### src/rtl/w_stream_adapter_pkg.sv
// Shared constants and occupancy encoding for the write-side stream adapter.
package w_stream_adapter_pkg;

    localparam int DATASIZE_DEF = 8;
    localparam int CNTSIZE_DEF  = 16;

    typedef enum logic [1:0] {
        EMPTY = 2'd0,
        ONE   = 2'd1,
        TWO   = 2'd2
    } occ_e;

endpackage

### src/rtl/w_stream_adapter_if.sv
// Upstream valid/ready stream plus FIFO write-side strobe, grouped as one bundle.
interface w_stream_adapter_if
    import w_stream_adapter_pkg::*;
#(
    parameter int DATASIZE = DATASIZE_DEF
);

    logic                s_valid;
    logic [DATASIZE-1:0] s_data;
    logic                s_ready;
    logic                wfull;
    logic                winc;
    logic [DATASIZE-1:0] wdata;

    // The adapter sits between the upstream producer and the FIFO write port.
    modport slave (
        input  s_valid,
        input  s_data,
        input  wfull,
        output s_ready,
        output winc,
        output wdata
    );

    modport master (
        output s_valid,
        output s_data,
        output wfull,
        input  s_ready,
        input  winc,
        input  wdata
    );

endinterface

### src/rtl/w_stream_adapter_sat_counter.sv
// Event counter with synchronous clear; either wraps or holds at all-ones.
module sat_counter
    import w_stream_adapter_pkg::*;
#(
    parameter int WIDTH = CNTSIZE_DEF
) (
    input  logic             wclk,
    input  logic             wrst_n,
    input  logic             inc,
    input  logic             clr,
    input  logic             sat_en,
    output logic [WIDTH-1:0] cnt
);

    logic [WIDTH-1:0] cnt_q;
    logic [WIDTH-1:0] cnt_d;

    always_comb begin
        cnt_d = cnt_q;
        if (clr) begin
            cnt_d = '0;
        end else if (inc && !(sat_en && (&cnt_q))) begin
            cnt_d = cnt_q + WIDTH'(1);
        end
    end

    always_ff @(posedge wclk or negedge wrst_n) begin
        if (!wrst_n) begin
            cnt_q <= '0;
        end else begin
            cnt_q <= cnt_d;
        end
    end

    assign cnt = cnt_q;

endmodule

### src/rtl/w_stream_adapter.sv
// Two-entry skid buffer feeding the FIFO write port, with write/stall statistics.
// s_ready depends only on registered occupancy so upstream timing never sees wfull.
module w_stream_adapter
    import w_stream_adapter_pkg::*;
#(
    parameter int DATASIZE = DATASIZE_DEF,
    parameter int CNTSIZE  = CNTSIZE_DEF
) (
    input  logic                wclk,
    input  logic                wrst_n,
    w_stream_adapter_if.slave   bus,
    input  logic                clr_stats,
    output logic [CNTSIZE-1:0]  word_cnt,
    output logic [CNTSIZE-1:0]  stall_cnt
);

    occ_e                count_q;
    occ_e                count_d;
    logic [DATASIZE-1:0] head_q;
    logic [DATASIZE-1:0] head_d;
    logic [DATASIZE-1:0] tail_q;
    logic [DATASIZE-1:0] tail_d;

    logic s_ready;
    logic winc;
    logic push;
    logic pop;
    logic stall;

    always_ff @(posedge wclk or negedge wrst_n) begin
        if (!wrst_n) begin
            count_q <= EMPTY;
            head_q  <= '0;
            tail_q  <= '0;
        end else begin
            count_q <= count_d;
            head_q  <= head_d;
            tail_q  <= tail_d;
        end
    end

    always_comb begin
        count_d = count_q;
        head_d  = head_q;
        tail_d  = tail_q;

        unique case ({push, pop})
            2'b10:   count_d = (count_q == EMPTY) ? ONE : TWO;
            2'b01:   count_d = (count_q == TWO) ? ONE : EMPTY;
            default: count_d = count_q;
        endcase

        // A push during a pop at occupancy one lands directly in the freed head.
        if (pop) begin
            if (count_q == TWO) begin
                head_d = tail_q;
            end else if (push) begin
                head_d = bus.s_data;
            end
        end else if (push) begin
            if (count_q == EMPTY) begin
                head_d = bus.s_data;
            end else begin
                tail_d = bus.s_data;
            end
        end
    end

    always_comb begin
        s_ready = (count_q != TWO);
        winc    = (count_q != EMPTY) && !bus.wfull;
        stall   = (count_q != EMPTY) && bus.wfull;
        push    = bus.s_valid && s_ready;
        pop     = winc;
    end

    assign bus.s_ready = s_ready;
    assign bus.winc    = winc;
    assign bus.wdata   = head_q;

    sat_counter #(.WIDTH(CNTSIZE)) u_word_cnt (
        .wclk   (wclk),
        .wrst_n (wrst_n),
        .inc    (winc),
        .clr    (clr_stats),
        .sat_en (1'b0),
        .cnt    (word_cnt)
    );

    sat_counter #(.WIDTH(CNTSIZE)) u_stall_cnt (
        .wclk   (wclk),
        .wrst_n (wrst_n),
        .inc    (stall),
        .clr    (clr_stats),
        .sat_en (1'b1),
        .cnt    (stall_cnt)
    );

endmodule

### src/flat_wrapper.sv
// flat-port wrapper written by rule: the top's interface ports become plain ports
module w_stream_adapter_flat import w_stream_adapter_pkg::*;
#(
    parameter int DATASIZE = DATASIZE_DEF,
    parameter int CNTSIZE  = CNTSIZE_DEF
)
  (wclk, wrst_n, clr_stats, word_cnt, stall_cnt, bus_s_valid, bus_s_data, bus_wfull, bus_s_ready, bus_winc, bus_wdata);
  w_stream_adapter_if #(.DATASIZE(DATASIZE)) bus_i ();
  input  logic wclk;
  input  logic wrst_n;
  input  logic clr_stats;
  output logic [CNTSIZE-1:0] word_cnt;
  output logic [CNTSIZE-1:0] stall_cnt;
  input wire logic [$bits(bus_i.s_valid)-1:0] bus_s_valid;
  input wire logic [$bits(bus_i.s_data)-1:0] bus_s_data;
  input wire logic [$bits(bus_i.wfull)-1:0] bus_wfull;
  output wire logic [$bits(bus_i.s_ready)-1:0] bus_s_ready;
  output wire logic [$bits(bus_i.winc)-1:0] bus_winc;
  output wire logic [$bits(bus_i.wdata)-1:0] bus_wdata;
  assign bus_i.s_valid = bus_s_valid;
  assign bus_i.s_data = bus_s_data;
  assign bus_i.wfull = bus_wfull;
  assign bus_s_ready = bus_i.s_ready;
  assign bus_winc = bus_i.winc;
  assign bus_wdata = bus_i.wdata;
  w_stream_adapter #(.DATASIZE(DATASIZE), .CNTSIZE(CNTSIZE)) u_core (.wclk(wclk), .wrst_n(wrst_n), .bus(bus_i), .clr_stats(clr_stats), .word_cnt(word_cnt), .stall_cnt(stall_cnt));
endmodule
### config.mk
export PLATFORM = sky130hd
export DESIGN_NAME = w_stream_adapter_flat
export DESIGN_NICKNAME = d
export VERILOG_FILES = /design/src/rtl/w_stream_adapter_pkg.sv /design/src/rtl/w_stream_adapter_if.sv /design/src/rtl/w_stream_adapter_sat_counter.sv /design/src/rtl/w_stream_adapter.sv /design/src/flat_wrapper.sv
export SDC_FILE = /design/constraint.sdc
export NUM_CORES = 1
export LEC_CHECK = 0
export BUFFER_PORTS_ARGS = -buffer_cell sky130_fd_sc_hd__clkbuf_2
export CAP_MARGIN = 25
export CORE_ASPECT_RATIO = 1.2
export CORE_UTILIZATION = 35
export DETAILED_ROUTE_END_ITERATION = 7
export GPL_TIMING_DRIVEN = 0
export SETUP_SLACK_MARGIN = 0.3
export SYNTH_ARGS = -nofsm -noshare
export SYNTH_HDL_FRONTEND = slang
export SYNTH_SLANG_ARGS = --single-unit
### constraint.sdc
create_clock -name wclk -period 2.3 [get_ports wclk]
set_input_delay 0.23 -clock wclk [delete_from_list [all_inputs] [get_ports wclk]]
set_output_delay 0.23 -clock wclk [all_outputs]
set_load 0.005 [all_outputs]
==> metrics.md, run 1 <==
| Metric | Value |
|---|---|
| CP max-delay cell | `dfrtp_1` |
| CTS clk-pin slew, worst paths | `100 ps` |
| Number of I/O port buffers | `53` |
| Fin util | `0.430` |
| Synth top area cells | `dfrtp_1, a21oi_1, mux2_2` |
| Num rows | `34` |
| Worst Max-Slew Pin Slew | `547 ps` |
| Leakage Power | `1.37 nW` |
| Cell family with most CP delay | `simple AND/OR/NAND/NOR gates` |
| CTS max path bufs | `2` |
| Type of the most critical hold path | `in2reg` |
| Diode count | `0` |
| # Post-CTS Setup Buffers | `0` |
| Setup CP Type | `reg2reg` |
| Initial Util | `0.361` |
| Hold Fails Final Rpt | `0` |
| Layout cells sized above 1 | `0.293` |
| CP Data Arrival Time | `2070 ps` |
| Largest area contributor in the netlist | `dfrtp_1` |
| Ys flop type | `dfrtp_1` |
| Post-route ant nets | `0` |
| Average size of a mapped cell | `10.5 sq um` |
| Final min period | `1880 ps` |
| Top-Level Pins | `55` |
| Clk_lat worst skew | `300 ps` |
| Detail Placement HPWL | `4.23 mm` |
| Yosys top cell area share | `0.479` |
| Most frequent cells in the layout | `clkbuf_2, dfrtp_1, a21oi_1, nand2_1, o21ai_0` |
| Synthesized area | `2610 sq um` |
| Die area | `7810 sq um` |
| Peak supply drop | `0.393 mV` |
| Height of the chip | `96.6 um` |
| Period utilisation layout | `0.818` |
| Mapped Nets | `264` |
| Grt ovf | `0` |
| DR iter-0 viols | `93` |
| Run status | `finished clean` |
| Warnings, synthesis | `0` |
| Worst Path Required | `2490 ps` |
| Most common cell after layout, fill and taps aside | `clkbuf_2` |
| First-pass GRT wire length | `9.63 mm` |
| Die Width | `80.8 um` |
| Synthesized instance count | `248` |
| Core Region | `7230 sq um` |
| Routed WL | `5.86 mm` |
| Vias | `2,205` |
| Max Cap Viol | `0` |
| Final setup violation count | `0` |
| CP endpoint kind | `flip-flop` |
| Max_slew headroom | `0.635` |
| Sequential share of the synthesized area | `0.479` |
| CTS tree | `done` |
| Max Clock Skew | `9.58 ps` |
| Vias per std cell | `5.50` |
| Root Driver | `clkbuf_8` |
| Mean routed wirelength per cell | `14.6 um` |
| Drt pass-1 iters | `4` |
| Largest net degree at the start of global routing | `32` |
| Number of flops mapped to enable cells by yosys | `0` |
| Worst-path fanout max | `10` |
| Vias in the first global route | `2,014` |
| Synth-to-Final Area Change | `19.1%` |
| Post-synthesis register bit count | `50` |
| Initial antenna violation count | `0` |
| CTS buffer count | `5` |
| Startpoint types | `flip-flop` |
| Worst path cell trace | `ha_1 > nand4_4 > nor4_4 > buf_6 > nor4_1 > mux2_2` |
| Critical path's largest stage delay | `460 ps` |
| Fmax | `531 MHz` |
| Fin Setup TNS | `0 ps` |
| H-tree levels | `2` |
| # nets final | `326` |
| PwrDens | `757 nW/um^2` |
| Total GRT Usage | `0.159` |
| Num Clock Sinks | `50` |
| WP buf/inv | `1` |
| Final Slew Violations | `0` |
| Netlist cell types | `45` |
| Unrepaired setup endpoints after global routing | `no` |
| Async set or reset register ratio after synthesis | `1.00` |
| Drt drc | `0` |
| GPL Wtd Cong | `0.765` |
## stage by stage
| step | hold slack (ps) | cell area (sq um) | worst slack (ps) | total power, mW | cells |
|---|---|---|---|---|---|
| 6_report | 166 | 3110 | 418 | 2.35 | 401 |
| 5_1_grt | 155 | 3110 | 303 | 2.52 | 401 |
| 4_1_cts | 159 | 3110 | 381 | 2.39 | 401 |
| 3_5_place_dp | 243 | 3010 | 317 | 1.84 | 392 |
| 3_3_place_gp | 464 | 2990 | 366 | 1.82 | 391 |
| 2_1_floorplan | -65.6 | 2610 | 597 | 1.60 | 248 |
## cell type report
cell class              instances  area, sq um
plain buffers                  12         97.6
clock buffers                   5         68.8
clock inverters                 3         22.5
fillers                       760         4120
inverters                       3         11.3
multi-input cells             183         1250
flip-flops and latches         50         1250
well taps                      90          113
repair buffers                 55          295
## metal layers
metal	vias to the layer above	share of wire	GRT usage
li1	1062	-	-
met1	1091	0.45	0.199
met2	50	0.51	0.277
met3	2	0.036	0.0291
met4	0	0.0080	0.0461
met5	-	0	0
## final timing paths
path,startpoint,to,slack (ps),cells after the start
worst max register to register,u_core.u_stall_cnt.cnt[0],u_core.u_stall_cnt.cnt[14],420,6
worst min-delay path,bus_s_data[5],u_core.tail_q[5],170,2
worst min register to register,u_core.bus.wdata[4],u_core.bus.wdata[4],490,2
max in group asynchronous,wrst_n,u_core.u_stall_cnt.cnt[8],1310,3
min in group asynchronous,wrst_n,u_core.u_stall_cnt.cnt[7],430,2
worst max-delay path,u_core.u_stall_cnt.cnt[0],u_core.u_stall_cnt.cnt[14],420,6
## power by group
part           switching [mW]  internal, mW
Sequential              0.107          1.05
Combinational           0.348         0.312
Clock                   0.315         0.221
## synth_stat cells (2+ instances only)
master / number
and3_1: 2
nand3_1: 11
o41ai_1: 2
nor2b_1: 3
nor3_1: 2
buf_4: 2
nor2_1: 12
nand4_1: 9
and4_1: 3
and2_1: 2
inv_1: 3
or4b_1: 2
buf_6: 3
nand2_1: 18
a21oi_1: 24
o31ai_1: 13
or4_1: 13
or3_1: 4
dfrtp_1: 50
mux2_2: 10
or3_2: 2
ha_1: 3
xor2_1: 7
mux2i_1: 9
clkbuf_1: 3
o21ai_0: 16
nand3_2: 2
## state kept, by name, summed over array words and instances (netlist names)
name / cells
u_core.count_q: 2
u_core.u_word_cnt.cnt: 16
u_core.tail_q: 8
u_core.u_stall_cnt.cnt: 16
u_core.bus.wdata: 8
## logic make-up after synthesis
logic type,count (synthesis),share of synthesized area
simple gates,94,0.226
compound gates,59,0.134
flops,50,0.479
mux,19,0.0777
buf+inv,15,0.0417
xor+xnor,8,0.0268
fa+ha+maj,3,0.0144
## repair_timing
action                                 CTS  global route
resized for setup                        1             0
pin swaps                                0             1
setup endpoints to repair                4             4
hold buffers                             1             0
endpoints found under the hold margin   19             0
(Power assumes the default switching activity.)
==> run 2: changes to the inputs <==
- ABC_AREA: unset -> 1
- clock period: 2.3 -> 1.6 ns (I/O delays scaled with it)
==> run 2 against run 1 <==
  * Sequential power up 48%
  * Utilization up 11 points
  * Synthesized area grew 2.5%
  * Clock skew down 2.9 ps
  * First-iteration DRC count grew 49%
  * Sequential cell count is the same
  * Count of clock-buffer cells in the layout did not move
  * Via count increased by 24%
  * Synthesized cell count rose by 37%
  * Critical path depth rose by 4
  * Critical endpoint is now u_core.u_stall_cnt.cnt[12]
  * Highest routed layer unchanged
==> metrics.md, run 2 <==
| Metric | Value |
|---|---|
| Leakage Power | `1.86 nW (+36%)` |
| Final worst slack | `108 ps (-309 ps)` |
| Height of the chip | `97.8 um (+1.2%)` |
| Hold slack | `85.0 ps (-80.9 ps)` |
| Final min period | `1490 ps (-391 ps)` |
| Async set or reset register ratio after synthesis | `1.00 (unchanged)` |
| Max Cap Viol | `0 (unchanged)` |
| Detail Placement HPWL | `4.70 mm (+11%)` |
| Final setup violation count | `0 (unchanged)` |
| Hold Fails Final Rpt | `0 (unchanged)` |
| Vias in the first global route | `2,512 (+25%)` |
| Post-route ant nets | `0 (unchanged)` |
| Drt pass-1 iters | `4 (unchanged)` |
| Fmax | `670 MHz (+26%)` |
| Dpl ws | `-71.2 ps (-388 ps)` |
| Setup CP Type | `reg2reg` |
| Peak supply drop | `0.880 mV (+120%)` |
| Sequential share of the synthesized area | `0.468 (-0.0117)` |
| Post-synthesis register bit count | `50 (unchanged)` |
| Core Region | `7320 sq um (+1.2%)` |
| Diode count | `0 (unchanged)` |
| CTS max path bufs | `2 (unchanged)` |
| First-pass GRT wire length | `11.6 mm (+21%)` |
| Netlist cell types | `27 (-40%)` |
| Fin util | `0.537 (+0.107)` |
| Type of the most critical hold path | `in2reg` |
| Worst Max-Slew Pin Slew | `675 ps (+128 ps)` |
| Largest net degree at the start of global routing | `27 (-16%)` |
| Largest area contributor in the netlist | `dfrtp_1` |
| Synth top area cells | `dfrtp_1, nand2_1, nor2_1` |
| Final Slew Violations | `0 (unchanged)` |
| Max_slew headroom | `0.550 (-0.0849)` |
| Num Clock Sinks | `50 (unchanged)` |
| H-tree levels | `2 (unchanged)` |
| Total GRT Usage | `0.186 (+0.0267)` |
| Top-Level Pins | `55 (unchanged)` |
| Clk_lat worst skew | `310 ps (about the same)` |
| Root Driver | `clkbuf_8` |
| Number of flops mapped to enable cells by yosys | `0 (unchanged)` |
| Total chip power | `4.53 mW (+92%)` |
| CP endpoint kind | `flip-flop` |
| Average size of a mapped cell | `7.89 sq um (-25%)` |
| CTS tree | `done` |
| Worst-path fanout max | `6 (-4)` |
| Final-layout fill cell count | `693 (-8.8%)` |
| DR iter-0 viols | `139 (+49%)` |
| Mean routed wirelength per cell | `13.7 um (-6.0%)` |
| Die area | `8000 sq um (+2.4%)` |
| Vias | `2,731 (+24%)` |
| Mapped Nets | `355 (+34%)` |
| Synth top cells by count | `nand2_1, dfrtp_1, nor2_1` |
| Initial antenna violation count | `0 (unchanged)` |
| Fin Setup TNS | `0 ps (unchanged)` |
| Number of I/O port buffers | `53 (unchanged)` |
| Grt ovf | `0 (unchanged)` |
| CP Data Arrival Time | `1750 ps (-320 ps)` |
| Synthesized instance count | `339 (+37%)` |
| Num rows | `34 (unchanged)` |
| Most common cell after layout, fill and taps aside | `nand2_1` |
| Startpoint types | `flip-flop` |
| Count leader, synth | `nand2_1` |
| Period utilisation layout | `0.932 (+0.114)` |
| Layout cells sized above 1 | `0.452 (+0.159)` |
| Run status | `finished clean` |
| Initial Util | `0.366 (+0.00470)` |
| CTS clk-pin slew, worst paths | `100 ps (about the same)` |
| Synthesized area | `2680 sq um (+2.5%)` |
| Max Clock Skew | `6.70 ps (-2.88 ps)` |
| Drt drc | `0 (unchanged)` |
| Warnings, synthesis | `0 (unchanged)` |
| CTS buffer count | `5 (unchanged)` |
| Unrepaired setup endpoints after global routing | `yes` |
| Die Width | `81.8 um (+1.2%)` |
| Routed WL | `7.48 mm (+28%)` |
| GPL Wtd Cong | `0.851 (+11%)` |
| # nets final | `469 (+44%)` |
| Yosys top cell area share | `0.468 (-0.0117)` |
| Most frequent cells in the layout | `nand2_1, clkbuf_2, dfrtp_1, buf_4` |
| PwrDens | `1150 nW/um^2 (+52%)` |
| Vias per std cell | `5.02 (-8.7%)` |
| Ys flop type | `dfrtp_1` |
| Synth-to-Final Area Change | `46.8%` |
| Worst Path Required | `1860 ps (-630 ps)` |
[run 2: changes by cell type in the layout (fill, tap and decap cells not counted), sizes merged, moves of 5 or more]
cell	change
nand3	+15
o31ai	-13
a21oi	-10
or3	-6
buf	+53
nor2	+37
nand2	+80
inv	+25
or4	-13
o21ai	-5
a31oi	+8
mux2i	-9
[run 2: final timing paths]
check,start,endpoint,slack [ps],cells past startpoint
min reg2reg,u_core.tail_q[3],u_core.tail_q[3],510,1
min,bus_s_data[3],u_core.tail_q[3],80,2
max reg2reg,u_core.u_stall_cnt.cnt[1],u_core.u_stall_cnt.cnt[12],110,10
max in group asynchronous,wrst_n,u_core.u_stall_cnt.cnt[7],610,3
min in group asynchronous,wrst_n,u_core.bus.wdata[4],410,2
max,u_core.u_stall_cnt.cnt[1],u_core.u_stall_cnt.cnt[12],110,10
[run 2: critical path, stage by stage, from the launching register on]
cell	delay, ps
dfrtp_1	380
ha_2	200
nand2_2	70
nor2_4	100
nand2_2	80
nor2_4	120
nor2_4	70
nor2_8	140
buf_6	150
nand2_1	50
nand2_1	70
[run 2: through the flow]
stage,area (sq um),std cells
6_report,3930,544
5_1_grt,3930,544
4_1_cts,3640,527
3_5_place_dp,3120,483
3_3_place_gp,3100,482
2_1_floorplan,2720,339
[run 2: area by class of cell]
cell class / instances / area (sq um) / share of cell area
multi-input cells: 253 / 1530 / 0.391
flip-flops and latches: 50 / 1260 / 0.320
repair buffers: 107 / 732 / 0.186
inverters: 29 / 116 / 0.0296
well taps: 90 / 113 / 0.0287
clock buffers: 5 / 68.8 / 0.0175
plain buffers: 7 / 61.3 / 0.0156
clock inverters: 3 / 43.8 / 0.0112
[run 2: cells by family after synthesis]
group / count (synthesis) / synth area share
AND/OR/NAND/NOR: 197 / 0.330
flip-flops: 50 / 0.468
AO/OA/AOI/OAI: 41 / 0.0870
buffers and inverters: 36 / 0.0547
multiplexers: 8 / 0.0337
XOR/XNOR: 4 / 0.0131
adder cells (fa/ha/maj): 3 / 0.0140
[run 2: where the power goes]
group / switching [mW] / total (mW) / internal, mW / leakage (nW)
combinational: 0.892 / 1.86 / 0.969 / 1.16
clock: 0.479 / 0.949 / 0.470 / 0.0585
sequential: 0.195 / 1.72 / 1.52 / 0.645
total: 1.57 / 4.53 / 2.96 / 1.86
[run 2: layer usage]
layer / wire (um) / vias to the layer above / track usage
li1: - / 1345 / -
met1: 3190 / 1308 / 0.242
met2: 3850 / 64 / 0.310
met3: 318 / 14 / 0.0318
met4: 129 / 0 / 0.0526
met5: 0 / - / 0
[run 2: what timing repair did]
item,CTS,global route
pin swaps,11,19
hold buffers,1,0
hold endpoints to repair,24,0
buffers inserted,33,17
gates cloned,2,0
endpoints found under the setup margin,47,41
gates resized for setup,47,47
